File: src/rtl/bf_sequencer.sv
// bf_sequencer: fetch/decode/execute sequencer for a Brainfuck program ROM.
// It drives a tape block (pointer counter and cell RAM) and moves bytes
// to and from the host over valid/ready handshakes.
//
// Ports:
//   clk, rst_n             clock, synchronous active-low reset
//   start                  pulse in IDLE to begin execution at pc=0
//   prog_addr / prog_data  program ROM address (registered) and opcode byte
//   ptr_c / ptr_dir        pointer step pulse, direction (0 = '>', 1 = '<')
//   cell_rd / cell_q       cell read request, current cell value
//   cell_we / cell_d       cell write strobe and data
//   out_valid/out_ready/out_data   output byte handshake ('.')
//   in_valid/in_ready/in_data      input byte handshake (',')
//   busy / halted / error  status; error is sticky until reset
module bf_sequencer #(
  parameter int PC_W    = 8,
  parameter int DEPTH_W = 4
) (
  input  logic            clk,
  input  logic            rst_n,
  input  logic            start,
  output logic [PC_W-1:0] prog_addr,
  input  logic [7:0]      prog_data,
  output logic            ptr_c,
  output logic            ptr_dir,
  output logic            cell_rd,
  input  logic [7:0]      cell_q,
  output logic            cell_we,
  output logic [7:0]      cell_d,
  output logic            out_valid,
  input  logic            out_ready,
  output logic [7:0]      out_data,
  input  logic            in_valid,
  output logic            in_ready,
  input  logic [7:0]      in_data,
  output logic            busy,
  output logic            halted,
  output logic            error
);

  typedef enum logic [3:0] {
    S_IDLE, S_FETCH, S_DECODE, S_READ, S_OUT_WAIT,
    S_IN_WAIT, S_SCAN_F, S_SCAN_B, S_HALT
  } state_t;

  localparam logic [7:0] OP_RIGHT = 8'h3E;
  localparam logic [7:0] OP_LEFT  = 8'h3C;
  localparam logic [7:0] OP_INC   = 8'h2B;
  localparam logic [7:0] OP_DEC   = 8'h2D;
  localparam logic [7:0] OP_OUT   = 8'h2E;
  localparam logic [7:0] OP_IN    = 8'h2C;
  localparam logic [7:0] OP_OPEN  = 8'h5B;
  localparam logic [7:0] OP_CLOSE = 8'h5D;
  localparam logic [7:0] OP_HALT  = 8'h00;

  localparam logic [PC_W-1:0]    PC_MAX    = '1;
  localparam logic [DEPTH_W-1:0] DEPTH_MAX = '1;
  localparam logic [DEPTH_W-1:0] DEPTH_ONE = DEPTH_W'(1);

  state_t             state;
  logic [PC_W-1:0]    pc;
  logic [DEPTH_W-1:0] depth;
  logic               scan_ph;
  logic [7:0]         op;

  logic               pc_last;
  logic [7:0]         nest_op;
  logic [7:0]         match_op;
  logic               scan_edge;

  function automatic logic [7:0] byte_inc(input logic [7:0] b);
    return b + 8'd1;
  endfunction

  function automatic logic [7:0] byte_dec(input logic [7:0] b);
    return b - 8'd1;
  endfunction

  assign pc_last = (pc == PC_MAX);
  assign busy    = (state != S_IDLE) && (state != S_HALT);
  assign halted  = (state == S_HALT);

  // Scan direction decides which bracket nests deeper, which one closes the
  // loop, and which end of program memory is out of bounds.
  always_comb begin
    nest_op   = OP_OPEN;
    match_op  = OP_CLOSE;
    scan_edge = (pc == PC_MAX);
    if (state == S_SCAN_B) begin
      nest_op   = OP_CLOSE;
      match_op  = OP_OPEN;
      scan_edge = (pc == '0);
    end
  end

  // Opcode held for the READ state; pure data, no reset needed.
  always_ff @(posedge clk) begin
    if (state == S_DECODE) op <= prog_data;
  end

  always_ff @(posedge clk) begin
    if (!rst_n) begin
      state     <= S_IDLE;
      pc        <= '0;
      depth     <= '0;
      scan_ph   <= 1'b0;
      prog_addr <= '0;
      ptr_c     <= 1'b0;
      ptr_dir   <= 1'b0;
      cell_rd   <= 1'b0;
      cell_we   <= 1'b0;
      cell_d    <= 8'h00;
      out_valid <= 1'b0;
      out_data  <= 8'h00;
      in_ready  <= 1'b0;
      error     <= 1'b0;
    end else begin
      ptr_c   <= 1'b0;
      cell_rd <= 1'b0;
      cell_we <= 1'b0;
      case (state)
        S_IDLE: begin
          if (start) begin
            pc    <= '0;
            depth <= '0;
            state <= S_FETCH;
          end
        end
        // fetch: present pc to program memory
        S_FETCH: begin
          prog_addr <= pc;
          state     <= S_DECODE;
        end
        // decode: opcode byte is valid now
        S_DECODE: begin
          case (prog_data)
            OP_RIGHT, OP_LEFT: begin
              ptr_c   <= 1'b1;
              ptr_dir <= (prog_data == OP_LEFT);
              if (pc_last) state <= S_HALT;
              else begin
                pc    <= pc + 1'b1;
                state <= S_FETCH;
              end
            end
            OP_INC, OP_DEC, OP_OUT, OP_OPEN, OP_CLOSE: begin
              cell_rd <= 1'b1;
              state   <= S_READ;
            end
            OP_IN: begin
              in_ready <= 1'b1;
              state    <= S_IN_WAIT;
            end
            OP_HALT: state <= S_HALT;
            default: begin
              if (pc_last) state <= S_HALT;
              else begin
                pc    <= pc + 1'b1;
                state <= S_FETCH;
              end
            end
          endcase
        end
        // read: cell value is valid, execute the cell opcode
        S_READ: begin
          if (op == OP_OUT) begin
            out_valid <= 1'b1;
            out_data  <= cell_q;
            state     <= S_OUT_WAIT;
          end else if (op == OP_OPEN && cell_q == 8'h00) begin
            depth <= DEPTH_ONE;
            if (pc_last) begin
              error <= 1'b1;
              state <= S_HALT;
            end else begin
              pc      <= pc + 1'b1;
              scan_ph <= 1'b0;
              state   <= S_SCAN_F;
            end
          end else if (op == OP_CLOSE && cell_q != 8'h00) begin
            depth <= DEPTH_ONE;
            if (pc == '0) begin
              error <= 1'b1;
              state <= S_HALT;
            end else begin
              pc      <= pc - 1'b1;
              scan_ph <= 1'b0;
              state   <= S_SCAN_B;
            end
          end else begin
            if (op == OP_INC || op == OP_DEC) begin
              cell_we <= 1'b1;
              cell_d  <= (op == OP_INC) ? byte_inc(cell_q) : byte_dec(cell_q);
            end
            if (pc_last) state <= S_HALT;
            else begin
              pc    <= pc + 1'b1;
              state <= S_FETCH;
            end
          end
        end
        S_OUT_WAIT: begin
          if (out_ready) begin
            out_valid <= 1'b0;
            if (pc_last) state <= S_HALT;
            else begin
              pc    <= pc + 1'b1;
              state <= S_FETCH;
            end
          end
        end
        S_IN_WAIT: begin
          if (in_valid) begin
            in_ready <= 1'b0;
            cell_we  <= 1'b1;
            cell_d   <= in_data;
            if (pc_last) state <= S_HALT;
            else begin
              pc    <= pc + 1'b1;
              state <= S_FETCH;
            end
          end
        end
        // scan: phase 0 addresses the byte, phase 1 compares it
        S_SCAN_F, S_SCAN_B: begin
          if (!scan_ph) begin
            prog_addr <= pc;
            scan_ph   <= 1'b1;
          end else begin
            scan_ph <= 1'b0;
            if (prog_data == nest_op && depth == DEPTH_MAX) begin
              error <= 1'b1;
              state <= S_HALT;
            end else if (prog_data == match_op && depth == DEPTH_ONE) begin
              depth <= '0;
              if (pc_last) state <= S_HALT;
              else begin
                pc    <= pc + 1'b1;
                state <= S_FETCH;
              end
            end else begin
              if (prog_data == nest_op) depth <= depth + 1'b1;
              else if (prog_data == match_op) depth <= depth - 1'b1;
              if (scan_edge) begin
                error <= 1'b1;
                state <= S_HALT;
              end else if (state == S_SCAN_F) pc <= pc + 1'b1;
              else pc <= pc - 1'b1;
            end
          end
        end
        S_HALT: state <= S_HALT;
        default: state <= S_IDLE;
      endcase
    end
  end

endmodule

File: config.mk
export PLATFORM = sky130hd
export DESIGN_NAME = bf_sequencer
export DESIGN_NICKNAME = d
export VERILOG_FILES = /design/src/rtl/bf_sequencer.sv
export SDC_FILE = /design/constraint.sdc
export NUM_CORES = 1
export LEC_CHECK = 0
export ABC_AREA = 1
export CAP_MARGIN = 30
export CORE_MARGIN = 3
export CORE_UTILIZATION = 50
export DETAILED_ROUTE_END_ITERATION = 12
export GPL_TIMING_DRIVEN = 0
export HOLD_SLACK_MARGIN = 0.05
export MAX_ROUTING_LAYER = met4
export PLACE_DENSITY = 0.78
export SLEW_MARGIN = 20
export SYNTH_ARGS = -nofsm -noshare
export SYNTH_HDL_FRONTEND = slang
export SYNTH_SLANG_ARGS = --single-unit
export TNS_END_PERCENT = 5
File: constraint.sdc
create_clock -name clk -period 2.31 [get_ports clk]
set_input_delay 0.462 -clock clk [delete_from_list [all_inputs] [get_ports clk]]
set_output_delay 0.462 -clock clk [all_outputs]
set_load 0.005 [all_outputs]
==> impl_results.md, run 1 <==
* Synth Area in Adders at 4.14%
* Nets at between 700 and 800
* IO Pins at 62
* Fraction of the mapped netlist area in compound gates at 13.7%
* Mux share of post-synthesis cell area at 0%
* DR vias/cell at 5.47
* Overflow after GRT at 0
* Internal Pwr Total at 1570 uW
* Buffers and inverters on the worst path at 1
* Max Cap Viol at 0
* Share of post-route cells with drive strength above 1 at 12.5%
* Global placement routability congestion at 0.936
* Most used cell, CP: nand2_1
* # rows at 32
* Syn_area_per_cell at about 6.5 um2
* Ys Warns at 0
* Die width at around 97 um
* Antenna Cells at 0
* Crit path cell chain: inv_1, nand2_2, nor3_4, nand2_4, fa_2, nand3_2, nand3_2, nand2_1, nand2_1, a21oi_2, xor2_1, nand2_1, nand2_1, a21oi_1
* Tot Pwr at 2370 uW
* Slew Limit Fails at 0
* Final min period at between 2000 and 2500 ps
* Family with the most delay on the worst path: simple AND/OR/NAND/NOR gates
* Cts hold-fix bufs at 0
* Hpwl dp at 9.21 mm
* Setup Viol. Count Final at 0
* H-tree depth at 2
* Peak per-stage delay on the critical path at 400 ps
* Starting Density at 52.4%
* DRT iter0 DRCs at 321
* Post-synth top area cell: dfxtp_1
* Die height at 96.7 um
* Synthesized Nets at 679
* Port buffer count at 61
* Vias at 4,451
* Fillers at 755
* Clock-pin slew on the worst setup and hold paths at 110 ps
* Crit Path Category: reg2reg
* Routed len/inst at 14.7 um
* Synth cell count leaders: nand2_1, nand3_1, nor2_1
* TNS Setup at 0 ps
* Post-synthesis register bit count at 56
* Largest net degree at the start of global routing at 19
* Slowest CP cell: edfxtp_1
* Main combinational cell family by area after synthesis: simple AND/OR/NAND/NOR gates
* Top cells by area, synth: dfxtp_1, nand2_1, nand3_1
* Fin crit share at 98.7%
* Antenna violations before repair at 0
* Post-synth top area share at 23.4%
* Clock Skews at 15.9 ps
* Power Dens Cells at 464 mW/mm2
* Synth cell types at 39
* Pre-CTS setup slack at -491 ps
* Worst setup margin at between 20 and 30 ps
* Comb power frac at 29.1%
* Slew at the pin closest to its max-slew limit at 602 ps
* CORE AREA at 0.00785 mm2
* Simple-Gate Fraction of Synth Area at between 40% and 50%
* Area delta synth->final at 24.0%
* Post-synth EDFFs at 8
* Multi-input gate area at 0.00268 mm2
* Total CTS buffers at 5
* P_leak at ~0.0022 uW
* Crit path DAT at 2480 ps
* Max-slew headroom at 59.9%
* Status: finished clean
* Startpoint Class: flip-flop
* Post-synth top flop: dfxtp_1
* Via count of the first global-routing pass at between 4,000 and 5,000
* Register area at 0.00120 mm2
* Overall Global Routing Usage at 25.4%
* Register area share after synthesis at between 20% and 30%
* Initial DRT Pass Iterations at 5
* Async set-reset flop share out of synthesis at 0%
* Most frequent cell after synthesis: nand2_1
* Sw Pwr at about 800 uW
* Worst hold slack at approximately 460 ps
* Maximum clock path buffer count at 2
* Clk pwr share at 23.8%
* Maximum clock frequency at around 440 MHz
* Worst EP required at 2510 ps
* DRC at 0
* Clock Latency Late Sink at 320 ps
* Seq pwr share at 47.1%
* HP Class: reg2reg
* Peak supply drop at approximately 0.27 mV
* Synth Instances at 637
* CP Capture Type: flip-flop
* Worst-path fanout max at 6
* TritonCTS clock tree: built
* Mapped cell area at roughly 0.0041 mm2
* Global-route wire length before repair at a little under 20 mm
* Sw frac at approximately a third
* Synth Area in XOR/XNOR at under 10%
* Die ar. at 0.00935 mm2
* Clock Sinks at 56
* Util after Layout at 65.0%
* Root buffer cell: clkbuf_8
* RSZ-0062 raised after global routing: yes
* Final hold violation count at 0
* Routed WL at 12.0 mm
* Routed Antenna Nets at 0
[power by group through the flow]
stage	combinational, uW	sequential (uW)	clock [uW]
floorplan	423	1120	0
global placement	642	1120	0
detailed placement	657	1130	0
CTS	663	1110	580
global route	764	1120	614
finish	690	1110	563
[worst register-to-register path, stage by stage, from the launching register on]
cell	delay, ps
edfxtp_1	400
inv_1	80
nand2_2	60
nor3_4	270
nand2_4	150
fa_2	400
nand3_2	80
nand3_2	80
nand2_1	70
nand2_1	70
a21oi_2	160
xor2_1	170
nand2_1	70
nand2_1	60
a21oi_1	60
[registers in the layout, summed over array words and instances, names as in the netlist]
signal and cells:
out_data 8, in_ready 1, prog_addr 8, scan_ph 1
pc 8, cell_d 8, op 8, depth 4
cell_rd 1, ptr_dir 1, error 1, state 4
cell_we 1, out_valid 1, ptr_c 1
[layout make-up]
class                   instances  share of cell area (%)
flip-flops and latches         56                    23.6
plain buffers                  17                    2.13
clock inverters                 2                   0.343
repair buffers                 67                    12.9
clock buffers                   6                    1.42
multi-input cells             501                    52.5
inverters                      63                    4.64
well taps                     102                    2.50
[layer usage]
metal	global-route usage, %	wire length (um)	up-vias
li1	-	-	2247
met1	33.5	5410	2041
met2	41.2	5670	143
met3	3.32	661	20
met4	6.80	217	0
met5	-	0	-
[stage by stage]
step           area (um2)  instances
6_report             5100        814
5_1_grt              5100        814
4_1_cts              4960        808
3_5_place_dp         4850        800
3_3_place_gp         4850        800
2_1_floorplan        4110        637
[path summary, 6_finish.rpt]
check | startpoint | to | slack (ps) | cells after the start
min | ptr_dir | ptr_dir | 460 | 2
max | op[4] | cell_d[6] | 30 | 14
min reg2reg | ptr_dir | ptr_dir | 460 | 2
max reg2reg | op[4] | cell_d[6] | 30 | 14
[layout by cell type, fill, tap and decap left out, types with 8 or more instances in the layout]
cell,netlist,final
nand2_1,179,176
nand3_1,71,69
nor2_1,63,61
clkdlybuf4s50_1,0,61
inv_1,54,53
a21oi_1,50,47
dfxtp_1,48,47
o21ai_0,43,43
nand2_2,10,12
nor2_4,8,11
nand4_1,11,11
ha_1,12,9
edfxtp_1,8,8
[kinds of logic after synthesis]
family,after synthesis
compound gates,107
fa+ha+maj,13
simple gates,370
xor+xnor,11
flops,56
buf+inv,80
[timing repair]
action,in CTS,in global routing
setup buffers,0,6
pin swaps,0,5
endpoints found under the setup margin,7,18
gates resized for setup,5,22
cloned,0,0
Power figures use the tool's default switching activity.
==> run 2: changes to the inputs <==
--- a/config.mk
+++ b/config.mk
@@ -10,7 +10,6 @@
 export CORE_MARGIN = 3
 export CORE_UTILIZATION = 50
 export DETAILED_ROUTE_END_ITERATION = 12
-export GPL_TIMING_DRIVEN = 0
 export HOLD_SLACK_MARGIN = 0.05
 export MAX_ROUTING_LAYER = met4
 export PLACE_DENSITY = 0.78
==> constraint.sdc (replaced) <==
create_clock -name clk -period 2.31 [get_ports clk]
set_input_delay 0.231 -clock clk [delete_from_list [all_inputs] [get_ports clk]]
set_output_delay 0.231 -clock clk [all_outputs]
set_load 0.005 [all_outputs]
==> run 2 against run 1 <==
Total power up 1.6%. Worst hold slack improved by 5.7 ps. Via count grew 4.1%. Final cell count grew 1.5%. Clock-buffer cell count down 1. First-iteration DRC count decreased by 8.4%. Flip-flop and latch count stayed put. Clock skew fell by 5.6 ps. Die area did not move. Register-to-register slack improved by 130 ps. Worst setup slack improved by 82 ps. Critical endpoint is now halted.
==> impl_results.md, run 2 (synthesis results as in run 1) <==
* # rows at 32 (unchanged)
* Worst Reg-to-Reg Cells at 15 (+1)
* Most frequent cells in the layout: nand2_1, nand3_1, nor2_1
* Maximum clock frequency at 455 MHz (+3.7%)
* CP Capture Type: output port
* Die ar. at 0.00935 mm2 (unchanged)
* Max-slew headroom at 72.6% (+13 points)
* Peak supply drop at 0.299 mV (+11%)
* Root buffer cell: clkbuf_8
* Overflow after GRT at 0 (unchanged)
* Metal2 WL at 5.95 mm (+4.8%)
* DRC at 0 (unchanged)
* Slew at the pin closest to its max-slew limit at 407 ps (-195 ps)
* Initial DRT Pass Iterations at 5 (unchanged)
* Cts hold-fix bufs at 0 (unchanged)
* Fillers at 732 (-3.0%)
* Fin crit share at 95.2% (-3.5 points)
* Register area at 0.00120 mm2 (unchanged)
* TritonCTS clock tree: built
* HP Class: reg2reg
* Setup Viol. Count Final at 0 (unchanged)
* Global-route wire length before repair at 20.4 mm (+3.8%)
* Share of post-route cells with drive strength above 1 at 13.1% (+0.62 points)
* Starting Density at 52.4% (unchanged)
* Clock-pin slew on the worst setup and hold paths at 120 ps (about the same)
* Hold Path Depth at 2 (unchanged)
* Wl on met1 at 5.45 mm (+0.67%)
* P_leak at 0.00230 uW (+2.7%)
* Area delta synth->final at 25.1%
* Hpwl dp at 9.54 mm (+3.5%)
* Slew Limit Fails at 0 (unchanged)
* Crit Path Category: reg2out
* Startpoint Class: flip-flop
* Global placement routability congestion at 0.925 (-1.2%)
* Vias at 4,633 (+4.1%)
* Total CTS buffers at 5 (unchanged)
* Worst EP required at 2080 ps (-430 ps)
* Routed Antenna Nets at 0 (unchanged)
* Max Cap Viol at 0 (unchanged)
* Port buffer count at 61 (unchanged)
* Status: finished clean
* Final min period at 2200 ps (-82.0 ps)
* Routed WL at 12.4 mm (+3.6%)
* Antenna violations before repair at 0 (unchanged)
* Most common cell after layout, fill and taps aside: nand2_1
* Worst-path fanout max at 5 (-1)
* Via count of the first global-routing pass at 4,347 (+4.4%)
* Antenna Cells at 0 (unchanged)
* Final hold violation count at 0 (unchanged)
* Routed len/inst at 15.0 um (+2.1%)
* Nets at 765 (+1.6%)
* Crit path DAT at 1970 ps (-510 ps)
* CORE AREA at 0.00785 mm2 (unchanged)
* RSZ-0062 raised after global routing: yes
* DR vias/cell at 5.61 (+2.6%)
* H-tree depth at 2 (unchanged)
* Placed cell count at 815 (+1.9%)
* Maximum clock path buffer count at 2 (unchanged)
* Clock Latency Late Sink at 320 ps (about the same)
* Metal3 WL at 807 um (+22%)
* Clock Sinks at 56 (unchanged)
* Power Dens Cells at 468 mW/mm2 (+0.75%)
* Die height at 96.7 um (unchanged)
* IO Pins at 62 (unchanged)
* DRT iter0 DRCs at 294 (-8.4%)
* Non-filler cells, final at 826 (+1.5%)
* TNS Setup at 0 ps (unchanged)
* Multi-input gate area at 0.00261 mm2 (-2.5%)
* Die width at 96.7 um (unchanged)
* Overall Global Routing Usage at 26.6% (+1.1 points)
* Reg2reg setup slack at 160 ps (+130 ps)
* Largest net degree at the start of global routing at 28 (+9)
* Top Layer Used: met4
* Clock Skews at 10.3 ps (-5.56 ps)
-- run 2: changes by cell type in the layout (fill, tap and decap cells not counted), sizes merged --
cell / delta
clkinv: +2
dlygate4sd1: -1
inv: -1
buf: +19
clkbuf: -7
-- run 2: routing by layer --
metal | track usage [%] | up-vias
li1 | - | 2271
met1 | 34.7 | 2144
met2 | 43.5 | 196
met3 | 3.46 | 22
met4 | 6.80 | 0
met5 | - | -
-- run 2: layout make-up --
class | count | area share [%]
clock buffers | 5 | 1.34
clock inverters | 3 | 0.438
inverters | 63 | 4.60
multi-input cells | 501 | 50.8
flip-flops and latches | 56 | 23.4
well taps | 102 | 2.48
repair buffers | 96 | 17.0
-- run 2: repair_timing --
| item | CTS | global route |
|---|---|---|
| setup endpoints to repair | 2 | 5 |
| cloned | 0 | 0 |
| gates resized for setup | 1 | 7 |
| hold endpoints to repair | 0 | 0 |
| setup buffers | 0 | 3 |
| pin swaps | 0 | 0 |
-- run 2: through the flow --
step | hold slack, ps | power, uW | setup WS, ps | area [um2] | util, %
after floorplan | 330 | 1540 | 8.91 | 4110 | -
after global placement | 439 | 1790 | 62.2 | 4980 | 63.5
after detailed placement | 448 | 1820 | -4.09 | 4980 | 63.5
after CTS | 467 | 2390 | 63.9 | 5080 | 64.7
after global routing | 459 | 2540 | -46.4 | 5140 | 65.5
final | 465 | 2410 | 111 | 5140 | 65.5
-- run 2: worst paths after layout --
| path | from | end |
|---|---|---|
| min | error | error |
| max | state[1] | halted |
| max reg2reg | op[4] | cell_d[7] |
| min reg2reg | error | error |
-- run 2: worst max-delay path: stages, from the launching register on --
cell and delay (ps):
dfxtp_1 390, nor2_1 320, nand2_1 160, nor2_1 230, clkdlybuf4s50_1 550
-- run 2: power breakdown --
part,total (uW),internal (uW),switching (uW)
Sequential,1110,1060,57.2
Clock,586,219,367
Combinational,707,297,409
Total,2410,1570,834
==> run 3: changes to the inputs <==
--- a/config.mk
+++ b/config.mk
@@ -13,6 +13,7 @@
 export HOLD_SLACK_MARGIN = 0.05
 export MAX_ROUTING_LAYER = met4
 export PLACE_DENSITY = 0.78
+export REMOVE_ABC_BUFFERS = 1
 export SLEW_MARGIN = 20
 export SYNTH_ARGS = -nofsm -noshare
 export SYNTH_HDL_FRONTEND = slang
==> run 3 against run 2 <==
Register-to-register slack worse by 60 ps. Utilization up 0.62 points. Largest power group unchanged. Die area unchanged. Critical path type is now reg2reg. Maximum frequency down 0.31%. Critical path depth up 11. Clock skew down 2.0 ps. Final cell count down 0.24%.
==> impl_results.md, run 3 (synthesis results as in run 1) <==
* Via count of the first global-routing pass at 4,481 (+3.1%)
* Util after Layout at 66.2% (+0.62 points)
* Total CTS buffers at 5 (unchanged)
* Clock-pin slew on the worst setup and hold paths at 110 ps (about the same)
* Slew at the pin closest to its max-slew limit at 453 ps (+46.2 ps)
* Fillers at 712 (-2.7%)
* Antenna violations before repair at 0 (unchanged)
* IO Pins at 62 (unchanged)
* Area delta synth->final at 26.3%
* Share of post-route cells with drive strength above 1 at 13.3% (+0.17 points)
* Die ar. at 0.00935 mm2 (unchanged)
* Die width at 96.7 um (unchanged)
* RSZ-0062 raised after global routing: yes
* Peak supply drop at 0.293 mV (-2.2%)
* Family with the most delay on the worst path: simple AND/OR/NAND/NOR gates
* Starting Density at 52.4% (unchanged)
* Clk pwr share at 28.6% (+4.2 points)
* Max Cap Viol at 0 (unchanged)
* Most common cell after layout, fill and taps aside: nand2_1
* DRT iter0 DRCs at 326 (+11%)
* Nets at 764 (-0.13%)
* Fin crit share at 95.5% (+0.29 points)
* Maximum clock frequency at 453 MHz (-0.31%)
* Power Dens Cells at 488 mW/mm2 (+4.3%)
* Routed len/inst at 15.1 um (+0.86%)
* Most frequent cells in the layout: nand2_1, nand3_1, nor2_1
* Clock Latency Late Sink at 310 ps (about the same)
* Buffers and inverters on the worst path at 3 (+2)
* Port buffer count at 61 (unchanged)
* Clock Sinks at 56 (unchanged)
* Non-filler cells, final at 824 (-0.24%)
* Global placement routability congestion at 0.962 (+4.0%)
* Slowest CP cell: edfxtp_1
* Worst-path fanout max at 5 (unchanged)
* Crit path DAT at 2460 ps (+490 ps)
* Sw frac at 31.5% (-3.2 points)
* Crit path cell chain: inv_1, nand2_1, nor3_2, buf_4, nand2_4, buf_4, ha_1, nand3_1, nand2_1, nand2_1, nand2_1, a21oi_1, xnor2_1, nand2_1, a21oi_1
* Seq pwr share at 44.1% (-2.1 points)
* TritonCTS clock tree: built
* Root buffer cell: clkbuf_8
* Final min period at 2210 ps (+6.81 ps)
* Global-route wire length before repair at 20.7 mm (+1.7%)
* Most used cell, CP: nand2_1
* Vias at 4,552 (-1.7%)
* Routed Antenna Nets at 0 (unchanged)
* Startpoint Class: flip-flop
* Slew Limit Fails at 0 (unchanged)
* Largest net degree at the start of global routing at 28 (unchanged)
* Comb power frac at 27.3% (-2.1 points)
* Hpwl dp at 9.71 mm (+1.8%)
* H-tree depth at 2 (unchanged)
* DRC at 0 (unchanged)
* Overall Global Routing Usage at 26.8% (+0.28 points)
* Die height at 96.7 um (unchanged)
* Setup Viol. Count Final at 0 (unchanged)
* Placed cell count at 815 (unchanged)
* Cts hold-fix bufs at 0 (unchanged)
* P_leak at 0.00231 uW (+0.55%)
* Internal Pwr Total at 1730 uW (+10%)
* Routed WL at 12.5 mm (+0.61%)
* Final hold violation count at 0 (unchanged)
* Antenna Cells at 0 (unchanged)
* CP Capture Type: flip-flop
* Clock Skews at 8.30 ps (-2.03 ps)
* Maximum clock path buffer count at 2 (unchanged)
* Sw Pwr at 797 uW (-4.4%)
* # rows at 32 (unchanged)
* Status: finished clean
* Overflow after GRT at 0 (unchanged)
* HP Class: reg2reg
* DR vias/cell at 5.52 (-1.5%)
* Max-slew headroom at 69.7% (-2.9 points)
* Peak per-stage delay on the critical path at 400 ps (-150 ps)
* Crit Path Category: reg2reg
* CORE AREA at 0.00785 mm2 (unchanged)
* Initial DRT Pass Iterations at 5 (unchanged)
* Worst EP required at 2560 ps (+480 ps)
[run 3: layout make-up]
cell class                 instances  area, um2  area share, %
clock buffer                       6       93.8           1.81
clock inverter                     1       30.0          0.578
inverter                          63        236           4.55
multi-input combinational        501       2620           50.5
sequential                        56       1200           23.2
tap                              102        128           2.46
timing repair buffer              95        878           16.9
[run 3: metrics by stage]
stage | power, uW | setup slack [ps] | area (um2) | hold slack [ps] | TNS [ps]
after global routing | 2670 | -97.4 | 5190 | 471 | -210
after global placement | 1790 | 79.0 | 4990 | 439 | 0
final | 2530 | 105 | 5190 | 458 | 0
after floorplan | 1530 | 0.648 | 4000 | 330 | 0
after detailed placement | 1810 | 43.7 | 4990 | 440 | 0
after CTS | 2520 | 16.0 | 5120 | 455 | 0
[run 3: power groups by stage]
| stage | Sequential [uW] | Combinational (uW) | Clock, uW |
|---|---|---|---|
| after CTS | 1110 | 678 | 727 |
| final | 1120 | 692 | 723 |
| after detailed placement | 1140 | 674 | 0 |
| after global placement | 1130 | 657 | 0 |
| after global routing | 1130 | 775 | 772 |
| after floorplan | 1130 | 402 | 0 |
[run 3: repair_timing]
action                                  4_1_cts  5_1_grt
resized for setup                             0       11
endpoints found under the setup margin        0        7
buffers inserted                              0        2
[run 3: worst paths after layout]
kind                                  end  startpoint  slack, ps  cells past startpoint
worst min register to register    ptr_dir     ptr_dir        460                      2
worst min-delay path              ptr_dir     ptr_dir        460                      2
worst max-delay path            cell_d[5]       op[4]        100                     15
worst max register to register  cell_d[5]       op[4]        100                     15
[run 3: worst reg2reg max path: stages (launching register included)]
cell	delay, ps
edfxtp_1	400
inv_1	70
nand2_1	60
nor3_2	120
buf_4	170
nand2_4	90
buf_4	180
ha_1	260
nand3_1	80
nand2_1	100
nand2_1	70
nand2_1	40
a21oi_1	150
xnor2_1	140
nand2_1	80
a21oi_1	110
[run 3: routing by layer]
metal / vias to the layer above / global-route usage, % / part of all wire, %
met5: - / - / 0
met4: 0 / 7.88 / 1.7
met3: 18 / 4.33 / 7.2
met2: 187 / 43.6 / 48
met1: 2081 / 34.5 / 43
li1: 2266 / - / -
